<file path="src/rtl/bsr_tile_scheduler.sv">
// Block-sparse-row tile scheduler: walks row_ptr/col_idx metadata per K tile,
// loads each non-zero weight block row by row, then streams every M activation
// tile for that block toward the accumulator. Outputs are registered from the
// next-state values so they line up with the cycle a state is entered.
module bsr_tile_scheduler #(
  parameter int BLOCK_SIZE = 16,
  parameter int M_W        = 10,
  parameter int N_W        = 10,
  parameter int K_W        = 12,
  parameter int ADDR_W     = 32,
  parameter int META_AW    = 16,
  parameter int RD_LAT     = 1
) (
  input  logic               clk_i,
  input  logic               rst_i,
  input  logic               start_i,
  input  logic               abort_i,
  output logic               busy_o,
  output logic               done_o,
  output logic               err_o,
  input  logic [M_W-1:0]     cfg_mt_i,
  input  logic [K_W-1:0]     cfg_kt_i,
  input  logic [N_W-1:0]     cfg_nt_i,
  input  logic               cfg_dense_i,
  input  logic [META_AW-1:0] cfg_row_ptr_base_i,
  input  logic [META_AW-1:0] cfg_col_idx_base_i,
  input  logic [ADDR_W-1:0]  cfg_wgt_base_i,
  input  logic [ADDR_W-1:0]  cfg_act_base_i,
  output logic               meta_req_o,
  output logic [META_AW-1:0] meta_addr_o,
  input  logic               meta_rvalid_i,
  input  logic [31:0]        meta_rdata_i,
  output logic               wgt_rd_en_o,
  output logic [ADDR_W-1:0]  wgt_addr_o,
  output logic               act_rd_en_o,
  output logic [ADDR_W-1:0]  act_addr_o,
  output logic               load_weight_o,
  output logic               pe_en_o,
  input  logic               pe_ready_i,
  output logic [M_W-1:0]     tile_m_o,
  output logic [N_W-1:0]     tile_n_o,
  output logic [K_W-1:0]     tile_k_o,
  output logic [31:0]        blk_count_o
);
  localparam int RW = $clog2(BLOCK_SIZE);

  typedef enum logic [3:0] {IDLE, PTR0, PTR1, CHECK, COL, LOAD, STREAM, NEXT, FIN} state_e;

  state_e             state_q, state_d;
  logic [K_W-1:0]     k_q, k_d, kt_q, kt_d;
  logic [N_W-1:0]     n_q, n_d, nt_q, nt_d;
  logic [M_W-1:0]     m_q, m_d, mt_q, mt_d;
  logic [31:0]        blk_q, blk_d, ps_q, ps_d, pend_q, pend_d, cnt_q, cnt_d;
  logic [RW-1:0]      row_q, row_d;
  logic               dense_q, dense_d, err_q, err_d;
  logic [META_AW-1:0] rpb_q, rpb_d, cib_q, cib_d;
  logic [ADDR_W-1:0]  wb_q, wb_d, ab_q, ab_d;

  logic               meta_fire, beat;
  logic [K_W:0]       k_inc;
  logic [N_W:0]       n_inc;
  logic [32:0]        blk_inc;
  logic [63:0]        blk_eff, wgt_full, act_full;

  logic               busy_q, done_q, meta_req_q, wgt_rd_en_q, act_rd_en_q;
  logic [META_AW-1:0] meta_addr_q, meta_addr_d;
  logic [ADDR_W-1:0]  wgt_addr_q, act_addr_q;
  logic [M_W-1:0]     tm_q;
  logic [N_W-1:0]     tn_q;
  logic [K_W-1:0]     tk_q;
  logic [RD_LAT:1]    vld_pipe_q;

  assign meta_fire = meta_req_q & meta_rvalid_i;
  assign k_inc     = {1'b0, k_q} + {{K_W{1'b0}}, 1'b1};
  assign n_inc     = {1'b0, n_q} + {{N_W{1'b0}}, 1'b1};
  assign blk_inc   = {1'b0, blk_q} + 33'd1;

  // Next-state, loop counters and metadata bookkeeping
  always_comb begin
    state_d = state_q; k_d = k_q; n_d = n_q; m_d = m_q; blk_d = blk_q; row_d = row_q;
    ps_d = ps_q; pend_d = pend_q; err_d = err_q; cnt_d = cnt_q;
    mt_d = mt_q; kt_d = kt_q; nt_d = nt_q; dense_d = dense_q;
    rpb_d = rpb_q; cib_d = cib_q; wb_d = wb_q; ab_d = ab_q;
    beat = 1'b0;
    case (state_q)
      IDLE: if (start_i) begin
        mt_d = cfg_mt_i; kt_d = cfg_kt_i; nt_d = cfg_nt_i; dense_d = cfg_dense_i;
        rpb_d = cfg_row_ptr_base_i; cib_d = cfg_col_idx_base_i;
        wb_d = cfg_wgt_base_i; ab_d = cfg_act_base_i;
        k_d = '0; n_d = '0; m_d = '0; row_d = '0; blk_d = '0; err_d = 1'b0; cnt_d = '0;
        if (cfg_mt_i == '0 || cfg_kt_i == '0 || (cfg_dense_i && cfg_nt_i == '0)) state_d = FIN;
        else if (cfg_dense_i) state_d = LOAD;
        else state_d = PTR0;
      end
      PTR0: if (meta_fire) begin ps_d = meta_rdata_i; state_d = PTR1; end
      PTR1: if (meta_fire) begin pend_d = meta_rdata_i; state_d = CHECK; end
      CHECK: begin
        blk_d = ps_q;
        if (pend_q < ps_q) begin err_d = 1'b1; state_d = FIN; end
        else if (pend_q == ps_q) state_d = NEXT;
        else state_d = COL;
      end
      COL: if (meta_fire) begin
        if (meta_rdata_i >= 32'(nt_q)) begin err_d = 1'b1; state_d = FIN; end
        else begin n_d = meta_rdata_i[N_W-1:0]; row_d = '0; state_d = LOAD; end
      end
      LOAD: begin
        if (row_q == RW'(BLOCK_SIZE - 1)) begin m_d = '0; state_d = STREAM; end
        else row_d = row_q + RW'(1);
      end
      STREAM: if (pe_ready_i) begin
        beat = 1'b1;
        if (m_q == mt_q - M_W'(1)) begin cnt_d = cnt_q + 32'd1; state_d = NEXT; end
        else m_d = m_q + M_W'(1);
      end
      NEXT: begin
        row_d = '0;
        if (dense_q) begin
          if (n_inc < {1'b0, nt_q}) begin n_d = n_inc[N_W-1:0]; state_d = LOAD; end
          else if (k_inc < {1'b0, kt_q}) begin k_d = k_inc[K_W-1:0]; n_d = '0; state_d = LOAD; end
          else state_d = FIN;
        end else begin
          if (blk_inc < {1'b0, pend_q}) begin blk_d = blk_inc[31:0]; state_d = COL; end
          else if (k_inc < {1'b0, kt_q}) begin k_d = k_inc[K_W-1:0]; state_d = PTR0; end
          else state_d = FIN;
        end
      end
      FIN: state_d = IDLE;
      default: state_d = IDLE;
    endcase
    // Abort wins over everything, including a start in the same cycle.
    if (abort_i) begin
      state_d = IDLE; beat = 1'b0; err_d = err_q; cnt_d = cnt_q;
    end
  end

  // Address generation from the values the next cycle will hold
  always_comb begin
    blk_eff  = dense_d ? (64'(k_d) * 64'(nt_d) + 64'(n_d)) : 64'(blk_d);
    wgt_full = 64'(wb_d) + blk_eff * 64'(BLOCK_SIZE) + 64'(row_d);
    act_full = 64'(ab_q) + 64'(m_q) * 64'(kt_q) + 64'(k_q);
    meta_addr_d = meta_addr_q;
    case (state_d)
      PTR0:    meta_addr_d = rpb_d + META_AW'(k_d);
      PTR1:    meta_addr_d = rpb_d + META_AW'(k_d) + META_AW'(1);
      COL:     meta_addr_d = cib_d + META_AW'(blk_d);
      default: meta_addr_d = meta_addr_q;
    endcase
  end

  // Control state and latched configuration
  always_ff @(posedge clk_i) begin
    if (rst_i) begin
      state_q <= IDLE; k_q <= '0; n_q <= '0; m_q <= '0; blk_q <= '0; row_q <= '0;
      ps_q <= '0; pend_q <= '0; err_q <= 1'b0; cnt_q <= '0;
      mt_q <= '0; kt_q <= '0; nt_q <= '0; dense_q <= 1'b0;
      rpb_q <= '0; cib_q <= '0; wb_q <= '0; ab_q <= '0;
    end else begin
      state_q <= state_d; k_q <= k_d; n_q <= n_d; m_q <= m_d; blk_q <= blk_d; row_q <= row_d;
      ps_q <= ps_d; pend_q <= pend_d; err_q <= err_d; cnt_q <= cnt_d;
      mt_q <= mt_d; kt_q <= kt_d; nt_q <= nt_d; dense_q <= dense_d;
      rpb_q <= rpb_d; cib_q <= cib_d; wb_q <= wb_d; ab_q <= ab_d;
    end
  end

  // Registered strobes/addresses; meta_req drops for one cycle after each response
  always_ff @(posedge clk_i) begin
    if (rst_i) begin
      busy_q <= 1'b0; done_q <= 1'b0; meta_req_q <= 1'b0; meta_addr_q <= '0;
      wgt_rd_en_q <= 1'b0; wgt_addr_q <= '0; act_rd_en_q <= 1'b0; act_addr_q <= '0;
      tm_q <= '0; tn_q <= '0; tk_q <= '0;
    end else begin
      busy_q      <= (state_d != IDLE);
      done_q      <= (state_q == FIN) && !abort_i;
      meta_req_q  <= (state_d == PTR0 || state_d == PTR1 || state_d == COL) && !meta_fire;
      meta_addr_q <= meta_addr_d;
      wgt_rd_en_q <= (state_d == LOAD);
      if (state_d == LOAD) wgt_addr_q <= wgt_full[ADDR_W-1:0];
      act_rd_en_q <= beat;
      if (beat) begin
        act_addr_q <= act_full[ADDR_W-1:0];
        tm_q <= m_q; tn_q <= n_q; tk_q <= k_q;
      end
    end
  end

  // load_weight is wgt_rd_en delayed by the SRAM read latency; abort flushes it
  always_ff @(posedge clk_i) begin
    if (rst_i || abort_i) vld_pipe_q <= '0;
    else begin
      for (int i = RD_LAT; i > 1; i--) vld_pipe_q[i] <= vld_pipe_q[i-1];
      vld_pipe_q[1] <= wgt_rd_en_q;
    end
  end

  assign busy_o = busy_q;           assign done_o = done_q;           assign err_o = err_q;
  assign meta_req_o = meta_req_q;   assign meta_addr_o = meta_addr_q;
  assign wgt_rd_en_o = wgt_rd_en_q; assign wgt_addr_o = wgt_addr_q;
  assign act_rd_en_o = act_rd_en_q; assign act_addr_o = act_addr_q;
  assign pe_en_o = act_rd_en_q;     assign load_weight_o = vld_pipe_q[RD_LAT];
  assign tile_m_o = tm_q;           assign tile_n_o = tn_q;           assign tile_k_o = tk_q;
  assign blk_count_o = cnt_q;
endmodule

</file>
<file path="config.mk">
export PLATFORM = sky130hd
export DESIGN_NAME = bsr_tile_scheduler
export DESIGN_NICKNAME = d
export VERILOG_FILES = /design/src/rtl/bsr_tile_scheduler.sv
export SDC_FILE = /design/constraint.sdc
export NUM_CORES = 2
export LEC_CHECK = 0
export BUFFER_PORTS_ARGS = -buffer_cell sky130_fd_sc_hd__buf_2
export CAP_MARGIN = 20
export CORE_MARGIN = 2
export CORE_UTILIZATION = 45
export DETAILED_ROUTE_END_ITERATION = 7
export SYNTH_ARGS = -nofsm -noshare
export SYNTH_HDL_FRONTEND = slang
export SYNTH_SLANG_ARGS = --single-unit
</file>
<file path="constraint.sdc">
create_clock -name clk_i -period 15.7 [get_ports clk_i]
set_input_delay 0 -clock clk_i [delete_from_list [all_inputs] [get_ports clk_i]]
set_output_delay 0 -clock clk_i [all_outputs]
set_load 0.05 [all_outputs]
</file>
# Word-level counts from Yosys, hierarchy flattened
# Cells that the tools add are included.
[word_totals] reg_bits=416 output_inout_bits=152 elab_cells=172 in_bits=167
[op_classes] bitwise_logic=2 n_mux=70 n_eq_ne=23 magnitude_cmp=5 addsub=15 n_reduce_logical=25 n_mul=2
[op_table] operator="$mux W32" n=8
[op_table] operator="$mux W10" n=12
[op_table] operator="$pmux W32 S3" n=1
[op_table] operator="$mux W4" n=20
[op_table] operator="$mux W16" n=4
[op_table] operator="$pmux W32 S2" n=1
[op_table] operator="$mux W12" n=5
[op_table] operator="$pmux W10 S3" n=2
[op_table] operator="$pmux W16 S3" n=1
[op_table] operator="$add A32 B1 Y33 const B" n=1
[op_table] operator="$lt A33 B32 Y1" n=1
[op_table] operator="$add A32 B1 Y32 const B" n=1
[op_table] operator="$add A32 B12 Y32" n=1
[op_table] operator="$add A32 B22 Y32" n=1
[op_table] operator="$add A32 B32 Y32" n=1
[op_table] operator="$add A32 B4 Y32" n=1
[op_table] operator="$eq A32 B32 Y1" n=1
[op_table] operator="$ge A32 B10 Y1" n=1
[op_table] operator="$lt A32 B32 Y1" n=1
[op_table] operator="$pmux W4 S8" n=1
[op_table] operator="$mux W28" n=1
[op_table] operator="$eq A4 B3 Y1 const B" n=6
[op_table] operator="$pmux W12 S2" n=1
[op_table] operator="$add A22 B10 Y23" n=1
[op_table] operator="36 further kinds" n=68

# Depth between registers and ports, before layout
[logic_depth] ltp_word=11 ltp_mapped=52 depth_no_buf=51

# Worst setup path before layout
# No wires, ideal clock.
[synth_timing] path_kind="register -> register" startpoint="register blk_q[2]" endpoint="register wgt_addr_q[31] (netlist: wgt_addr_o[31])" path_slack_ns=4.289 synth_period_minus_slack_ns=11.411 arrival_time_ns=11.295 setup_ns=0.117 required_time_ns=15.583 path_stages_with_launch=47 n_path_buf=0 path_cell_list="dfxtp_1 -> and4_1 -> nand3_1 -> nor3_1 -> nand3_1 -> or2_2 -> nor2_1 -> nand3_1 -> xnor2_1 -> ha_1 -> nand4_1 -> nor4_1 -> nand2_1 -> a211oi_1 -> nor4_2 -> nor3_1 -> nand2_1 -> o31a_1 -> (+11 left out) -> inv_1 -> ha_1 -> a2111oi_0 -> nor3_1 -> a311o_1 -> a41oi_1 -> o21ai_0 -> nor3_1 -> a211oi_1 -> ha_1 -> a21o_1 -> a21oi_1 -> or4b_2 -> o221ai_1 -> o21ai_0 -> a31oi_1 -> xnor2_1 -> a22o_1"
[synth_via] elab_chain_cells=10 word_cells_on_any_way=19 classes_between="4 x add/sub; 1 x mul; 1 x order compare; 1 x eq/ne; 12 x mux"
[synth_lines] element="start: declaration" line="53" text="logic [31:0] blk_q, blk_d, ps_q, ps_d, pend_q, pend_d, cnt_q, cnt_d;"
[synth_lines] element="start signal: assignment" line="159" text="state_q <= state_d; k_q <= k_d; n_q <= n_d; m_q <= m_d; blk_q <= blk_d; row_q <= row_d;"
[synth_lines] element="$add A32 B1 Y33" line="76" text="assign blk_inc = {1'b0, blk_q} + 33'd1;"
[synth_lines] element="$lt A33 B32 Y1" line="123" text="if (blk_inc < {1'b0, pend_q}) begin blk_d = blk_inc[31:0]; state_d = COL; end"
[synth_lines] element="$mux W12" line="123"
[synth_lines] element="$mux W12" line="118" text="if (dense_q) begin"
[synth_lines] element="$pmux W12 S2" line="85" text="case (state_q)"
[synth_lines] element="net k_d[6]" line="50" text="logic [K_W-1:0] k_q, k_d, kt_q, kt_d;"
[synth_lines] element="$mul A12 B10 Y22" line="139" text="blk_eff = dense_d ? (64'(k_d) * 64'(nt_d) + 64'(n_d)) : 64'(blk_d);"
[synth_lines] element="$add A22 B10 Y23" line="139"
[synth_lines] element="$mux W28" line="139"
[synth_lines] element="$add A32 B32 Y32" line="140" text="wgt_full = 64'(wb_d) + blk_eff * 64'(BLOCK_SIZE) + 64'(row_d);"
[synth_lines] element="$add A32 B4 Y32" line="140"
[synth_lines] element="end signal: assignment" line="178" text="if (state_d == LOAD) wgt_addr_q <= wgt_full[ADDR_W-1:0];"
[synth_lines] element="end: declaration" line="67" text="logic [ADDR_W-1:0] wgt_addr_q, act_addr_q;"
# The timed path passes the listed nets, and every way through them passes these cells.
# A chain may end at the register's enable or synchronous reset.

# Worst setup path after layout
# Ends and elaborated chain as after synthesis.

==> flow_summary.ini <==
[global_routing]
grt_util_met2_pct = 47.7
grt_util_met3_pct = 3.74
grt.total_usage_pct = 28.3
met1_usage_pct = 38.1
antenna_found_initial = 5
grt_pass1_vias = 29100
grt_overflow = 0
grt_max_degree = 86
grt_pass1_wl_um = 167000
grt-busiest-layer = met2

[timing]
fin_setup_tns_ns = 0
timing.hold.ws_ns = 0.0561
hold_viol = 0
setup_viol = 0
rsz0062_at_grt = false
min_period_ns = 13.53
fin_crit_sh_pct = 86.2
relSlewSlack_pct = 22.7
tightest_slew_ns = 1.14
max_freq_mhz = 73.9
skew_ns = 0.0252
final-max-slew-violation-count = 0

[routing]
wl_per_cell_um = 19.4
wl_um = 108000
drtIter0Drc = 2603
drt_first_pass_iters = 8
via_count = 30400
drc = 0
ant_nets = 0
viasPerCell = 5.46

[synth]
syn_avg_cell_area_um2 = 7.83
syn-num-nets = 4828
synth_edf_count = 0
async_reset_ff_share_pct = 0
syn_inst = 4174
yosys.area.top_type = dfxtp_1
synth.cell_area_mm2 = 0.0327
synth_area_leaders = dfxtp_1, fa_1, ha_1, nand2_1, a21oi_1
ys_seq_area_share_pct = 25.5
synthDistinctLibCells = 97
ys_warn_count = 0
ys_ff_latch = 416
yosys-top-cells-count = nand2_1, dfxtp_1, a21oi_1
synth_flop_cell = dfxtp_1
synth.most_common_cell = nand2_1
yosys.area.top_type_share_pct = 25.5

[worst_setup_path]
reg2reg_depth = 46
worstReg2RegEnd = wgt_addr_o[31]
cp-startpoint = blk_q[2]
cp-start-kind = flip-flop
slowest_delay_ns = 0.70
worst-r2r-setup-slack_ns = 2.17
crit_end = wgt_addr_o[31]
regToRegStartpoint = blk_q[2]
crit_arrival_ns = 14.03
worst_ep_required_time_ns = 16.20
cp-end-kind = flip-flop
cp_slowest_cell = nor3_1
crit_fanout = 8
critical_path.most_common_cell = inv_1
critPathKind = reg2reg

[flow_run]
maxCapViolCount = 0

[clock_tree]
cts_buffers = 51
cts_resized = 0
cts_hold_buffers = 185
cts_tree = yes
cts.path.max_buffers = 3
clk_pin_slew_ns = 0.07
post-cts-setup-buffers = 0
clk_latency_ns = 0.62
cts_sinks = 416
root_buffer = clkbuf_16
htreeDepth = 2

[min_path]
min_from = abort_i
hold_path.class = in2reg

[layout]
multi_input_area_mm2 = 0.0221
area_growth_pct = 18.3
fin_area_mm2 = 0.0387
seq_area_mm2 = 0.00833
num-fill-cells = 6928
fin_nets = 5230
drive_above_1_share_pct = 11.0

[power]
vdd.ir_drop.worst_mv = 0.0897
leakagePower_uw = 0.0179
power_density_mw_per_mm2 = 72.3

[place]
place_area_mm2 = 0.0350
place_congestion = 0.950
dp_hpwl_um = 82200
port_buffers = 318

[floorplan]
design.die.area_mm2 = 0.0748
start_util_pct = 45.6
rows = 98
die_w_um = 273
dieHeight_um = 273
io_pins = 319
core-area_mm2 = 0.0717

[run_status]
status = finished, final reports clean
where the power goes:
part           switching, µW  internal [µW]  total [µW]
clock                    505            757        1260
sequential              24.2           1090        1110
combinational            272            154         425
total                    801           2000        2800
how the worst min path moves through the flow:
stage / to / depth (start not counted)
6_report: err_o / 3
3_5_place_dp: ab_q[16] / 3
4_1_cts: err_o / 3
3_3_place_gp: ab_q[26] / 3
2_1_floorplan: ab_q[0] / 2
5_1_grt: err_o / 3
worst max-delay path: cells and delay by family, from the launching register on:
family / cells / cell delay, ns
AND/OR/NAND/NOR: 17 / 4.81
AO/OA/AOI/OAI: 12 / 3.71
adder cells (fa/ha/maj): 8 / 3.51
buffers and inverters: 7 / 0.69
flip-flops: 1 / 0.44
XOR/XNOR: 2 / 0.24
per-layer routing:
metal	share of wire [%]	wire [µm]	vias up
met5	0.021	23	-
met1	44	47500	14500
met2	47	51100	935
met4	2.7	2940	4
met3	5.9	6350	146
li1	-	-	14800
final cells by class:
type                    count  area share, %
multi-input cells        3169           57.2
flip-flops and latches    416           21.5
repair buffers            543           9.72
inverters                 395           3.83
clock buffers              68           3.80
well taps                 950           3.07
clock inverters            24          0.828
diodes                      3         0.0194
kinds of logic after synthesis:
family | count (synthesis) | share of synthesized area, %
AOI/OAI and AO/OA | 850 | 16.3
xor gates and xnor gates | 162 | 4.34
adders and majority gates | 487 | 23.4
buffers and inverters | 589 | 6.95
DFF | 416 | 25.5
muxes | 25 | 0.770
and+or+nand+nor | 1645 | 22.8
flip-flops by register name (all words and copies together), names as in the netlist, 10 cells and up:
name         count
ab_q            32
act_addr_o      32
blk_count_o     32
blk_q           32
pend_q          32
ps_q            32
wb_q            32
wgt_addr_o      32
cib_q           16
meta_addr_o     16
rpb_q           16
k_q             12
kt_q            12
tile_k_o        12
m_q             10
mt_q            10
n_q             10
nt_q            10
tile_m_o        10
tile_n_o        10
stage by stage:
stage / total power [µW] / util (%) / setup WS (ns) / cells
3_5_place_dp: 1520 / 48.8 / 2.30 / 5286
4_1_cts: 2810 / 53.9 / 2.29 / 5563
5_1_grt: 2900 / 53.9 / 1.39 / 5567
2_1_floorplan: 1380 / - / 4.29 / 4174
3_3_place_gp: 1510 / 48.8 / 2.58 / 5286
6_report: 2800 / 53.9 / 2.17 / 5568
layout by cell type (no fill, tap or decap), drive strengths merged, types with 106 or more instances in the layout:
| cell | instances |
|---|---|
| xnor2 | 106 |
| buf | 358 |
| fa | 205 |
| nor2 | 315 |
| o21ai | 122 |
| ha | 282 |
| dfxtp | 416 |
| a21oi | 399 |
| inv | 394 |
| nand2 | 834 |
| dlygate4sd3 | 185 |
(Power assumes the default switching activity.)
